[src/rtl/apb_pkg.sv]
// Shared APB definitions: FSM state encoding and default address map constants,
// reused by the bus master and the future APB slave peripherals.
package apb_pkg;

  typedef enum logic [1:0] {
    IDLE   = 2'd0,
    SETUP  = 2'd1,
    ACCESS = 2'd2
  } apb_state_e;

  localparam logic [31:0] APB_BASE_ADDR_DEF = 32'h1000_0000;
  localparam int          APB_SLV_SHIFT_DEF = 12;

  // Width of a slave index; a single slave still needs one bit.
  function automatic int apb_idx_width(input int num_slv);
    if (num_slv > 1) begin
      return $clog2(num_slv);
    end else begin
      return 1;
    end
  endfunction

endpackage

[src/rtl/apb_addr_decoder.sv]
// Combinational address decoder: CPU byte address to one-hot slave select,
// binary slave index and a hit flag for the mapped window.
module apb_addr_decoder
  import apb_pkg::*;
#(
  parameter int                NUM_SLV   = 4,
  parameter int                ADDR_W    = 32,
  parameter logic [ADDR_W-1:0] BASE_ADDR = ADDR_W'(APB_BASE_ADDR_DEF),
  parameter int                SLV_SHIFT = APB_SLV_SHIFT_DEF,
  localparam int               IDX_W     = apb_idx_width(NUM_SLV)
) (
  input  logic [ADDR_W-1:0]  addr_i,
  output logic [NUM_SLV-1:0] sel_o,
  output logic [IDX_W-1:0]   idx_o,
  output logic               hit_o
);

  logic [ADDR_W-1:0] offset_s;
  logic [ADDR_W-1:0] region_s;
  logic              above_base_s;

  assign offset_s     = addr_i - BASE_ADDR;
  assign region_s     = offset_s >> SLV_SHIFT;
  // Addresses below the base wrap around in the subtraction, so reject them explicitly.
  assign above_base_s = (addr_i >= BASE_ADDR);
  assign hit_o        = above_base_s && (region_s < ADDR_W'(NUM_SLV));
  assign idx_o        = region_s[IDX_W-1:0];

  for (genvar g = 0; g < NUM_SLV; g++) begin : g_sel
    assign sel_o[g] = hit_o && (region_s == ADDR_W'(g));
  end

endmodule

[src/rtl/apb_bus_master.sv]
// APB bus master between the CPU data port and NUM_SLV peripherals: decodes the
// address, runs SETUP/ACCESS with wait states and a saturating timeout.
module apb_bus_master
  import apb_pkg::*;
#(
  parameter int                NUM_SLV     = 4,
  parameter int                ADDR_W      = 32,
  parameter int                DATA_W      = 32,
  parameter logic [ADDR_W-1:0] BASE_ADDR   = ADDR_W'(APB_BASE_ADDR_DEF),
  parameter int                SLV_SHIFT   = APB_SLV_SHIFT_DEF,
  parameter int                TIMEOUT_CYC = 255
) (
  input  logic                            clk,
  input  logic                            reset,
  input  logic                            transfer,
  input  logic                            busWe,
  input  logic [ADDR_W-1:0]               busAddr,
  input  logic [DATA_W-1:0]               busWData,
  output logic [DATA_W-1:0]               busRData,
  output logic                            ready,
  output logic                            error,
  output logic [ADDR_W-1:0]               PADDR,
  output logic                            PWRITE,
  output logic                            PENABLE,
  output logic [DATA_W-1:0]               PWDATA,
  output logic [NUM_SLV-1:0]              PSEL,
  input  logic [NUM_SLV-1:0][DATA_W-1:0]  PRDATA,
  input  logic [NUM_SLV-1:0]              PREADY
);

  localparam int             IDX_W   = apb_idx_width(NUM_SLV);
  localparam int             CNT_W   = (TIMEOUT_CYC > 0) ? $clog2(TIMEOUT_CYC + 1) : 1;
  localparam logic [CNT_W-1:0] CNT_TO  = CNT_W'(TIMEOUT_CYC);
  localparam logic [CNT_W-1:0] CNT_MAX = {CNT_W{1'b1}};

  apb_state_e          state_q,   state_d;
  logic [NUM_SLV-1:0]  psel_q,    psel_d;
  logic                penable_q, penable_d;
  logic [ADDR_W-1:0]   paddr_q,   paddr_d;
  logic                pwrite_q,  pwrite_d;
  logic [DATA_W-1:0]   pwdata_q,  pwdata_d;
  logic [IDX_W-1:0]    idx_q,     idx_d;
  logic [CNT_W-1:0]    cnt_q,     cnt_d;
  logic                ready_q,   ready_d;
  logic                error_q,   error_d;
  logic [DATA_W-1:0]   rdata_q,   rdata_d;

  logic [NUM_SLV-1:0]  dec_sel_s;
  logic [IDX_W-1:0]    dec_idx_s;
  logic                dec_hit_s;

  apb_addr_decoder #(
    .NUM_SLV   (NUM_SLV),
    .ADDR_W    (ADDR_W),
    .BASE_ADDR (BASE_ADDR),
    .SLV_SHIFT (SLV_SHIFT)
  ) u_decoder (
    .addr_i (busAddr),
    .sel_o  (dec_sel_s),
    .idx_o  (dec_idx_s),
    .hit_o  (dec_hit_s)
  );

  // Next-state and output-register logic; ready/error/busRData default to a
  // one-cycle pulse that is only raised on the completing transition.
  always_comb begin
    state_d   = state_q;
    psel_d    = psel_q;
    penable_d = penable_q;
    paddr_d   = paddr_q;
    pwrite_d  = pwrite_q;
    pwdata_d  = pwdata_q;
    idx_d     = idx_q;
    cnt_d     = cnt_q;
    ready_d   = 1'b0;
    error_d   = 1'b0;
    rdata_d   = '0;

    case (state_q)
      IDLE: begin
        if (transfer) begin
          paddr_d  = busAddr;
          pwrite_d = busWe;
          pwdata_d = busWData;
          cnt_d    = '0;
          if (dec_hit_s) begin
            psel_d    = dec_sel_s;
            idx_d     = dec_idx_s;
            penable_d = 1'b0;
            state_d   = SETUP;
          end else begin
            ready_d = 1'b1;
            error_d = 1'b1;
          end
        end else begin
          state_d = IDLE;
        end
      end

      SETUP: begin
        penable_d = 1'b1;
        state_d   = ACCESS;
      end

      ACCESS: begin
        if (PREADY[idx_q]) begin
          ready_d   = 1'b1;
          rdata_d   = pwrite_q ? '0 : PRDATA[idx_q];
          psel_d    = '0;
          penable_d = 1'b0;
          state_d   = IDLE;
        end else if ((TIMEOUT_CYC != 0) && (cnt_q == CNT_TO)) begin
          ready_d   = 1'b1;
          error_d   = 1'b1;
          psel_d    = '0;
          penable_d = 1'b0;
          state_d   = IDLE;
        end else if (cnt_q != CNT_MAX) begin
          cnt_d = cnt_q + CNT_W'(1);
        end else begin
          cnt_d = cnt_q;
        end
      end

      default: begin
        psel_d    = '0;
        penable_d = 1'b0;
        state_d   = IDLE;
      end
    endcase
  end

  // State and output registers with synchronous reset.
  always_ff @(posedge clk) begin
    if (reset) begin
      state_q   <= IDLE;
      psel_q    <= '0;
      penable_q <= 1'b0;
      paddr_q   <= '0;
      pwrite_q  <= 1'b0;
      pwdata_q  <= '0;
      idx_q     <= '0;
      cnt_q     <= '0;
      ready_q   <= 1'b0;
      error_q   <= 1'b0;
      rdata_q   <= '0;
    end else begin
      state_q   <= state_d;
      psel_q    <= psel_d;
      penable_q <= penable_d;
      paddr_q   <= paddr_d;
      pwrite_q  <= pwrite_d;
      pwdata_q  <= pwdata_d;
      idx_q     <= idx_d;
      cnt_q     <= cnt_d;
      ready_q   <= ready_d;
      error_q   <= error_d;
      rdata_q   <= rdata_d;
    end
  end

  assign busRData = rdata_q;
  assign ready    = ready_q;
  assign error    = error_q;
  assign PADDR    = paddr_q;
  assign PWRITE   = pwrite_q;
  assign PENABLE  = penable_q;
  assign PWDATA   = pwdata_q;
  assign PSEL     = psel_q;

endmodule
[config.mk]
export PLATFORM = sky130hd
export DESIGN_NAME = apb_bus_master
export DESIGN_NICKNAME = d
export VERILOG_FILES = /design/src/rtl/apb_pkg.sv /design/src/rtl/apb_addr_decoder.sv /design/src/rtl/apb_bus_master.sv
export SDC_FILE = /design/constraint.sdc
export NUM_CORES = 1
export LEC_CHECK = 0
export CAP_MARGIN = 20
export CORE_AREA = 2 2 124 126
export CTS_BUF_LIST = sky130_fd_sc_hd__clkbuf_16
export CTS_CLUSTER_SIZE = 40
export DETAILED_ROUTE_END_ITERATION = 7
export DIE_AREA = 0 0 126 128
export MAX_ROUTING_LAYER = met4
export PLACE_DENSITY = 0.77
export SLEW_MARGIN = 20
export SYNTH_ARGS = -nofsm -noshare
export SYNTH_HDL_FRONTEND = slang
export SYNTH_SLANG_ARGS = --single-unit
[constraint.sdc]
create_clock -name clk -period 2 [get_ports clk]
set_clock_uncertainty 0.15 [all_clocks]
set_input_delay 0.4 -clock clk [delete_from_list [all_inputs] [get_ports clk]]
set_output_delay 0.4 -clock clk [all_outputs]
set_load 0.005 [all_outputs]
==> qor.csv <==
metric,value,unit
status,"complete, but fails checks",
failing checks,setup timing,
Max Fclk,0.4884,GHz
FF-to-FF Start,idx_q[0],
Design Power,5.770,mW
Worst-Margin Slew,0.6030,ns
first-pass GRT wire length,26110,um
Syn Inst Count,511,
type of origin of the critical path,register,
CTS buffer count,17,
Port Buf Inserts,303,
Crit Path Category,reg -> reg,
MaxCap Viol Count,0,
Initial Utilization,0.3238,
register bit total from synthesis,116,
r2r setup slk,-0.05,ns
setup violators final,5,
ANT cells,0,
count of cell types in the netlist,33,
Hold WC Path Type,in -> reg,
"Core Util, Final",0.5895,
synthesized area,0.004813,mm2
worst reg-to-reg path cell count,4,
crit path capture type,register,
nets,1029,
share of cells above drive strength 1,0.1168,
most common cell in the netlist,nand2_1,
Core Footprint,0.01486,mm2
drt pass-1 iters,4,
Fin Setup TNS,-0.1183,ns
DRT Wirelength,17430,um
I/O Pins,304,
Post-Synth XOR/XNOR Area,0,
VDD IR max,0.4877,mV
largest net degree at the start of global routing,52,
DP HPWL,13370,um
Post-synth EDFFs,0,
total track usage,0.2166,
H-tree depth,4,
Period minus WS final,2.048,ns
CP max FO,6,
most frequent cells after synthesis,"nand2_1, dfxtp_1, a21oi_1",
vias in the first global route,4809,
Worst EP arrival,2.23,ns
setup repair after global routing missed its margin,true,
Post-Synth Simple-Gate Area,0.2113,
clock sinks,116,
"antenna viol nets, final",0,
Final Cell Area,0.008762,mm2
"Seq/Total Area, Yosys",0.4825,
CTS tree,yes,
largest area contributor in the netlist,dfxtp_1,
Root Driver,clkbuf_16,
Max Buffers Root-to-Sink,2,
vias,4980,
Clock Latency Late Sink,0.40,ns
hold endpoint,error,
Avg Vias per Cell,4.849,
Avg Inst Size Synth,9.420,um2
Die ar.,0.01613,mm2
hold depth,2,
worst setup margin,-0.04760,ns
Adder-Cell Fraction of Synth Area,0.002599,
FP Rows,45,
CTS Hold Bufs,0,
post-synthesis compound-gate area fraction,0.1115,
fillers,1271,
max-slew violation count,0,
main combinational cell family by area after synthesis,simple AND/OR/NAND/NOR gates,
LEAKAGE,3.222,nW
"Cell Area, Placed",0.008225,mm2
antenna violations before repair,0,
die width,126,um
wire per inst,16.97,um
final hold violations,0,
Placer Congestion,0.8392,
hold_sp,reset,
Synth top area share,0.4825,
Worst R2R End,cnt_q[7],
Synth warnings,0,
"top cells by area, synth","dfxtp_1, mux4_2, nand2_1",
DRC viols,0,
Area Overhead vs Synth,82.04,%
"Reg clk slew, reported paths",0.05,ns
Worst EP required,2.18,ns
Post-synth ARST share,0,
Detailed Route Iter0 Violations,293,
crit share post-route,1.024,
Pwr Density,658.5,mW/mm2
total congestion overflow,0,
multiplexer share of the synthesized area,0.1586,
top_reg_cell synth,dfxtp_1,
Die Y-Extent,128,um
Fin Hold WS,0.1140,ns
Mapped Nets,712,
Slew HR,0.5980,
-- how the worst max path moves through the flow --
stage	slack, ns	cells after the start	to	start
after floorplan	-0.08	5	cnt_q[7]	idx_q[0]
after global placement	-0.47	6	cnt_q[3]	PREADY[3]
after detailed placement	-0.51	6	cnt_q[3]	PREADY[2]
after CTS	-0.11	4	cnt_q[7]	idx_q[0]
after global routing	-0.11	4	cnt_q[7]	idx_q[0]
final	-0.05	4	cnt_q[7]	idx_q[0]
-- where the power goes --
part           total (mW)  internal, mW  leakage (nW)  switching (mW)
Combinational       0.849         0.588          2.02           0.261
Clock                2.49          1.51         0.257           0.982
Sequential           2.43          2.39         0.948          0.0373
Total                5.77          4.49          3.22            1.28
-- sequential cells by signal (all words and copies together) (netlist names), 2 cells and up --
name and flops:
cnt_q 8, PWDATA 32, PSEL 4, busRData 32, state_q 2, PADDR 32, idx_q 2
-- metal layers --
metal | vias up | routed length (um) | GRT usage
li1 | 2405 | - | -
met1 | 2325 | 7101 | 0.2538
met2 | 215 | 8523 | 0.3466
met3 | 35 | 1237 | 0.05968
met4 | 0 | 568 | 0.1021
met5 | - | 0 | -
-- layout by cell type (no fill, tap or decap), drive strengths merged, types with 4 or more instances in the layout --
cell           synthesis  final
clkdlybuf4s50          0    302
nand2                140    140
dfxtp                116    116
a21oi                 75     75
buf                    2     34
mux4                  33     33
nor2b                 33     33
clkbuf                36     17
nand2b                 8      8
inv                    3      8
nand3                  7      7
clkinv                 0      7
nor2                   6      6
o21ai                  6      6
nor4                   5      5
nor3                   4      4
and3                   4      4
or3                    4      4
a211o                  4      4
-- per-stage QoR --
step / setup WS, ns / cells
global placement: -0.4713 / 996
global route: -0.1064 / 1027
detailed placement: -0.5088 / 996
finish: -0.04760 / 1027
CTS: -0.1137 / 1027
floorplan: -0.08417 / 511
-- cell type report --
cell class / instances / area [um2] / share of cell area
clock buffers: 17 / 425.4 / 0.04855
multi-input cells: 354 / 2377 / 0.2713
well taps: 188 / 235.2 / 0.02685
repair buffers: 336 / 3329 / 0.3800
flip-flops and latches: 116 / 2326 / 0.2655
clock inverters: 13 / 57.56 / 0.006569
inverters: 3 / 11.26 / 0.001285
-- cell families after synthesis --
logic type | Yosys count
buffers and inverters | 41
AO/OA/AOI/OAI | 97
AND/OR/NAND/NOR | 221
multiplexers | 35
flip-flops | 116
adder cells (fa/ha/maj) | 1
-- worst max-delay path: stages, from the launching register on --
cell and delay [ns]:
dfxtp_4 0.37, mux4_2 0.55, a211o_4 0.32, or4_1 0.46, a21oi_1 0.13
-- what timing repair did --
| action | 4_1_cts | 5_1_grt |
|---|---|---|
| pin swaps | 8 | 1 |
| endpoints found under the setup margin | 13 | 26 |
| buffers inserted | 1 | 0 |
| gates resized for setup | 3 | 5 |
Power figures use the tool's default switching activity.
==> variant 1 (same settings) <==
Encoding of `apb_state_e`: now one-hot (3 bits for 3 states).
--- a/src/rtl/apb_pkg.sv
+++ b/src/rtl/apb_pkg.sv
@@ -3,8 +3,8 @@
 package apb_pkg;
 
-  typedef enum logic [1:0] {
-    IDLE   = 2'd0,
-    SETUP  = 2'd1,
-    ACCESS = 2'd2
+  typedef enum logic [2:0] {
+    IDLE   = 3'b001,
+    SETUP  = 3'b010,
+    ACCESS = 3'b100
   } apb_state_e;
 
Formal check against the unedited RTL: same outputs for any inputs over 10 cycles, from zero or initial values and one cycle with reset high; not proved beyond that.
==> variant 1 against the original RTL <==
  * The run still ends with setup timing left
  * Setup slack improved by 0.0072 ns
  * Cell area increased by 0.47%
  * Power up 4.2%
  * Sequential cell count is 1 higher
  * Wire length shrank 3.0%
  * Area after synthesis shrank 0.78%
  * Fmax increased by 0.35%
  * Critical path type is now input pin to register
  * Largest power group unchanged
==> variant 1: results (changes against the original RTL) <==
Run status
  – Status: complete, but fails checks
  – Failing checks: setup timing

Synthesis
  – Post-synth ARST share: 0% (unchanged)
  – Syn Nets: 701 (-1.5%)
  – Top cells by area, synth: dfxtp_1 49%, mux4_2 16%, nand2_1 11%, a21oi_1 7.5%, and3_1 4.3%
  – Synth cell count leaders: 136 x nand2_1, 117 x dfxtp_1, 72 x a21oi_1
  – Number of synthesis warnings: 0 (unchanged)
  – Synth Flop Type: dfxtp_1
  – Seq/Total Area, Yosys: 49.04% (+0.80 points)
  – Post-synthesis cell count: 500 (-2.2%)

GRT
  – First-pass GRT wire length: 25540 um (-2.2%)
  – Largest net degree at the start of global routing: 65 (+25%)
  – Vias in the first global route: 4756 (-1.1%)
  – Antenna violations before repair: 1 (+1)
  – GRT Overall Usage: 21.08% (-0.58 points)

Finish
  – Fillers: 1313 (+3.3%)
  – Share of cells above drive strength 1: 13.81% (+2.1 points)
  – NumNets Final: 1022 (-0.68%)

Setup path
  – CP arrival: 2.17 ns (-0.06 ns)
  – Reg2reg start: idx_q[0]
  – CP Max Fanout: 4 (-2)
  – Crit path from: PREADY[0]

Power and ir drop
  – Static leakage: 3.367 nW (+4.5%)
  – Sw frac: 22.39% (+0.21 points)
  – VDD IR-drop max: 0.0005441 V (+12%)

Placement
  – Placement-stage cell area: 8200 um^2 (-0.30%)
  – HPWL after DPL: 12790 um (-4.3%)
  – RD Place Congestion: 0.8626 (+2.8%)
  – Post-Place Cells: 986 (-1.0%)

Detailed routing
  – WL/cell: 16.55 um (-2.5%)
  – First DRT Iteration DRCs: 262 (-11%)
  – DR pass1 iterations: 4 (unchanged)
  – Routed wire length: 16910 um (-3.0%)
  – Vias/cell: 4.763 (-1.8%)

Timing
  – Least-Margin Pin Slew: 0.7018 ns (+0.09877 ns)
  – Setup violations, final: 3 (-2)
  – Final WS setup: -0.04036 ns (+0.007232 ns)

Min path
  – Hold Crit Start: busAddr[14]
  – Hold WC Path Type: input pin to register

Clock tree
  – CTS Buf Count: 17 (unchanged)
## variant 1: changes by cell type in the layout (fill, tap and decap cells not counted), sizes merged, moves of 4 or more
cell,unedited run,this run
and3,4,33
buf,34,39
clkdlybuf4s50,302,296
clkinv,7,11
inv,8,3
nand2,140,136
nand2b,8,3
nor2,6,12
nor2b,33,2
xor2,0,4
## variant 1: worst max-delay path, stage by stage
cell,delay (ns)
clkdlybuf4s50_1,0.40
mux4_2,0.52
a211oi_4,0.30
nand3_2,0.13
buf_4,0.16
o21ai_0,0.17
a21oi_1,0.09
## variant 1: power by group through the flow
| stage | registers [mW] | logic (mW) | clock network, mW |
|---|---|---|---|
| final | 2.45 | 0.880 | 2.68 |
| after global routing | 2.46 | 0.946 | 2.87 |
| after CTS | 2.45 | 0.882 | 2.76 |
| after detailed placement | 2.50 | 0.876 | 0 |
| after global placement | 2.50 | 0.868 | 0 |
| after floorplan | 2.51 | 0.223 | 0 |
## variant 1: cell families after synthesis
logic type	after synthesis	share of synthesized area (%)
compound gates	79	8.724
buf+inv	42	3.458
flops	117	49.04
fa+ha+maj	1	0.2619
mux	39	16.87
xor+xnor	4	0.7335
simple gates	218	20.91
## variant 1: routing by layer
layer	global-route usage [%]	routed length [um]	vias up
met1	25.84	7304	2297
met5	-	0	-
li1	-	-	2380
met4	6.981	222	0
met2	34.25	8381	176
met3	5.259	1004	15
## variant 1: worst paths after layout
check                           cells after the start          to
worst max-delay path                                7    cnt_q[7]
worst min-delay path                                3   PADDR[14]
worst max register to register                      6    cnt_q[7]
worst min register to register                      2  PWDATA[28]
## variant 1: final cells by class
class	instances	area (um^2)	area share [%]
antenna	1	2.502	0.02843
timing repair buffer	341	3366	38.23
inverter	3	11.26	0.1279
clock inverter	14	95.09	1.080
multi-input combinational	341	2325	26.41
tap	188	235.2	2.672
clock buffer	17	425.4	4.832
sequential	117	2344	26.62
## variant 1: timing repair
action | CTS | global route
endpoints found under the setup margin | 10 | 46
gates resized for setup | 7 | 11
setup buffers | 2 | 2
cloned | 0 | 0
pin swaps | 6 | 10
## variant 1: per-stage QoR
stage	setup slack, ns	setup TNS (ns)	hold WS (ns)	util [%]
after floorplan	-0.1486	-0.5270	0.3027	-
after global placement	-0.5454	-11.14	0.2905	55.17
after detailed placement	-0.5646	-12.22	0.2955	55.17
after CTS	-0.06296	-0.2804	0.2444	58.83
after global routing	-0.1385	-2.197	0.1282	59.23
final	-0.04036	-0.06757	0.1461	59.23
==> variant 2 (config.mk and constraints unchanged) <==
Made on the original files. `ADDR_W` is set to 32 in 2 places; all go to 64.
--- a/src/rtl/apb_addr_decoder.sv
+++ b/src/rtl/apb_addr_decoder.sv
@@ -5,5 +5,5 @@
 #(
   parameter int                NUM_SLV   = 4,
-  parameter int                ADDR_W    = 32,
+  parameter int                ADDR_W    = 64,
   parameter logic [ADDR_W-1:0] BASE_ADDR = ADDR_W'(APB_BASE_ADDR_DEF),
   parameter int                SLV_SHIFT = APB_SLV_SHIFT_DEF,
--- a/src/rtl/apb_bus_master.sv
+++ b/src/rtl/apb_bus_master.sv
@@ -5,5 +5,5 @@
 #(
   parameter int                NUM_SLV     = 4,
-  parameter int                ADDR_W      = 32,
+  parameter int                ADDR_W      = 64,
   parameter int                DATA_W      = 32,
   parameter logic [ADDR_W-1:0] BASE_ADDR   = ADDR_W'(APB_BASE_ADDR_DEF),
Interface: changed (resized PADDR and busAddr); port bits go from 304 to 368. No check against the original RTL was run, so the function may have changed too.
==> variant 2 against the original RTL <==
  * The run still ends with setup timing left
  * Setup slack improved by 0.0065 ns
  * Sequential cell count rose by 32
  * Cell area rose by 25%
  * Largest power group unchanged
  * Wire length rose by 28%
  * Area after synthesis rose by 24%
  * Power rose by 31%
==> variant 2: results (changes against the original RTL) <==
Power and ir drop
  – Sw frac: 22.55% (+0.37 points)
  – Static leakage: 4.373 nW (+36%)
  – VDD IR-drop max: 0.0006035 V (+24%)

Setup path
  – Crit path to: PSEL[0]
  – CP Max Fanout: 5 (-1)
  – CP arrival: 2.20 ns (-0.03 ns)
  – Worst reg-to-reg path cell count: 8 (+4)

Timing
  – Least-Margin Pin Slew: 0.6181 ns (+0.01510 ns)
  – Final WS setup: -0.04114 ns (+0.006454 ns)
  – Setup violations, final: 8 (+3)

Detailed routing
  – First DRT Iteration DRCs: 338 (+15%)
  – Vias: 6258 (+26%)
  – DR pass1 iterations: 4 (unchanged)
  – Routed wire length: 22390 um (+28%)

Synthesis
  – Synth cell types: 38 (+15%)
  – Synth cell count leaders: 205 x nand2_1, 148 x dfxtp_1, 103 x a21oi_1
  – Syn Nets: 889 (+25%)
  – Top cells by area, synth: dfxtp_1 50%, nand2_1 13%, mux4_2 12%, a21oi_1 8.6%, and3_1 3.6%
  – Seq/Total Area, Yosys: 49.51% (+1.3 points)

GRT
  – GRT Overall Usage: 27.82% (+6.2 points)
  – Vias in the first global route: 6385 (+33%)
  – Largest net degree at the start of global routing: 48 (-7.7%)
  – First-pass GRT wire length: 34030 um (+30%)

Placement
  – RD Place Congestion: 0.9633 (+15%)
  – PortBufs: 367 (+21%)
  – Placement-stage cell area: 10120 um^2 (+23%)
  – HPWL after DPL: 16740 um (+25%)

Finish
  – NumNets Final: 1275 (+24%)
  – Share of cells above drive strength 1: 15.17% (+3.5 points)

Clock tree
  – H-tree depth: 4 (unchanged)
  – Root Buffer: clkbuf_16

Min path
  – Hold path depth: 3 (+1)

Run status
  – Status: complete, but fails checks
  – Failing checks: setup timing
## variant 2: cells by family (layout without fill, tap and decap cells)
kind of cell,after synthesis,in the layout,share of synthesized area [%]
buffers and inverters,50,449,3.261
AOI/OAI and AO/OA,110,110,9.889
muxes,39,39,13.42
adders and majority gates,1,1,0.2090
and+or+nand+nor,302,302,22.83
DFF,148,148,49.51
xor gates and xnor gates,6,6,0.8781
## variant 2: repair_timing
item | CTS | global route
setup endpoints to repair | 16 | 47
hold endpoints to repair | 0 | 0
gates resized for setup | 45 | 60
pin swaps | 22 | 32
buffers inserted | 4 | 4
## variant 2: metal layers
layer,global-route usage (%),part of all wire [%],vias up
li1,-,-,3038
met1,32.55,41,2948
met2,46.77,50,228
met3,6.886,6.2,44
met4,10.02,2.6,0
met5,-,0,-
## variant 2: final cells by class
cell class / count / area, um^2
timing repair buffer: 416 / 4110
fill: 1129 / 3918
multi-input combinational: 458 / 3018
sequential: 148 / 2965
clock buffer: 17 / 425.4
tap: 188 / 235.2
clock inverter: 15 / 188.9
inverter: 1 / 3.754
## variant 2: how the worst min path moves through the flow
stage,endpoint,start,slack (ns)
2_1_floorplan,PSEL[0],PSEL[0],0.30
3_3_place_gp,PADDR[5],PADDR[5],0.29
3_5_place_dp,PWDATA[24],PWDATA[24],0.30
4_1_cts,PADDR[54],busAddr[54],0.21
5_1_grt,PADDR[54],busAddr[54],0.08
6_report,PADDR[54],busAddr[54],0.07
## variant 2: power by group through the flow
stage	Sequential, mW	Clock, mW	Combinational [mW]
6_report	3.11	3.34	1.10
5_1_grt	3.13	3.52	1.17
4_1_cts	3.11	3.39	1.10
3_5_place_dp	3.18	0	1.09
3_3_place_gp	3.17	0	1.08
2_1_floorplan	3.19	0	0.270
## variant 2: worst register-to-register path, delay by kind of cell (launching register included)
family / cells / cell delay [ns]
AOI/OAI and AO/OA: 1 / 0.11
buffers and inverters: 2 / 0.32
DFF: 1 / 0.33
muxes: 2 / 0.67
and+or+nand+nor: 3 / 0.35
## variant 2: metrics by stage
| step | power [mW] | cells | TNS [ns] | setup WS, ns |
|---|---|---|---|---|
| floorplan | 3.457 | 656 | -0.3860 | -0.1640 |
| global placement | 4.249 | 1204 | -38.34 | -0.7653 |
| detailed placement | 4.271 | 1204 | -40.46 | -0.7860 |
| CTS | 7.597 | 1239 | -0.4409 | -0.1045 |
| global route | 7.818 | 1243 | -1.281 | -0.1168 |
| finish | 7.551 | 1243 | -0.2031 | -0.04114 |
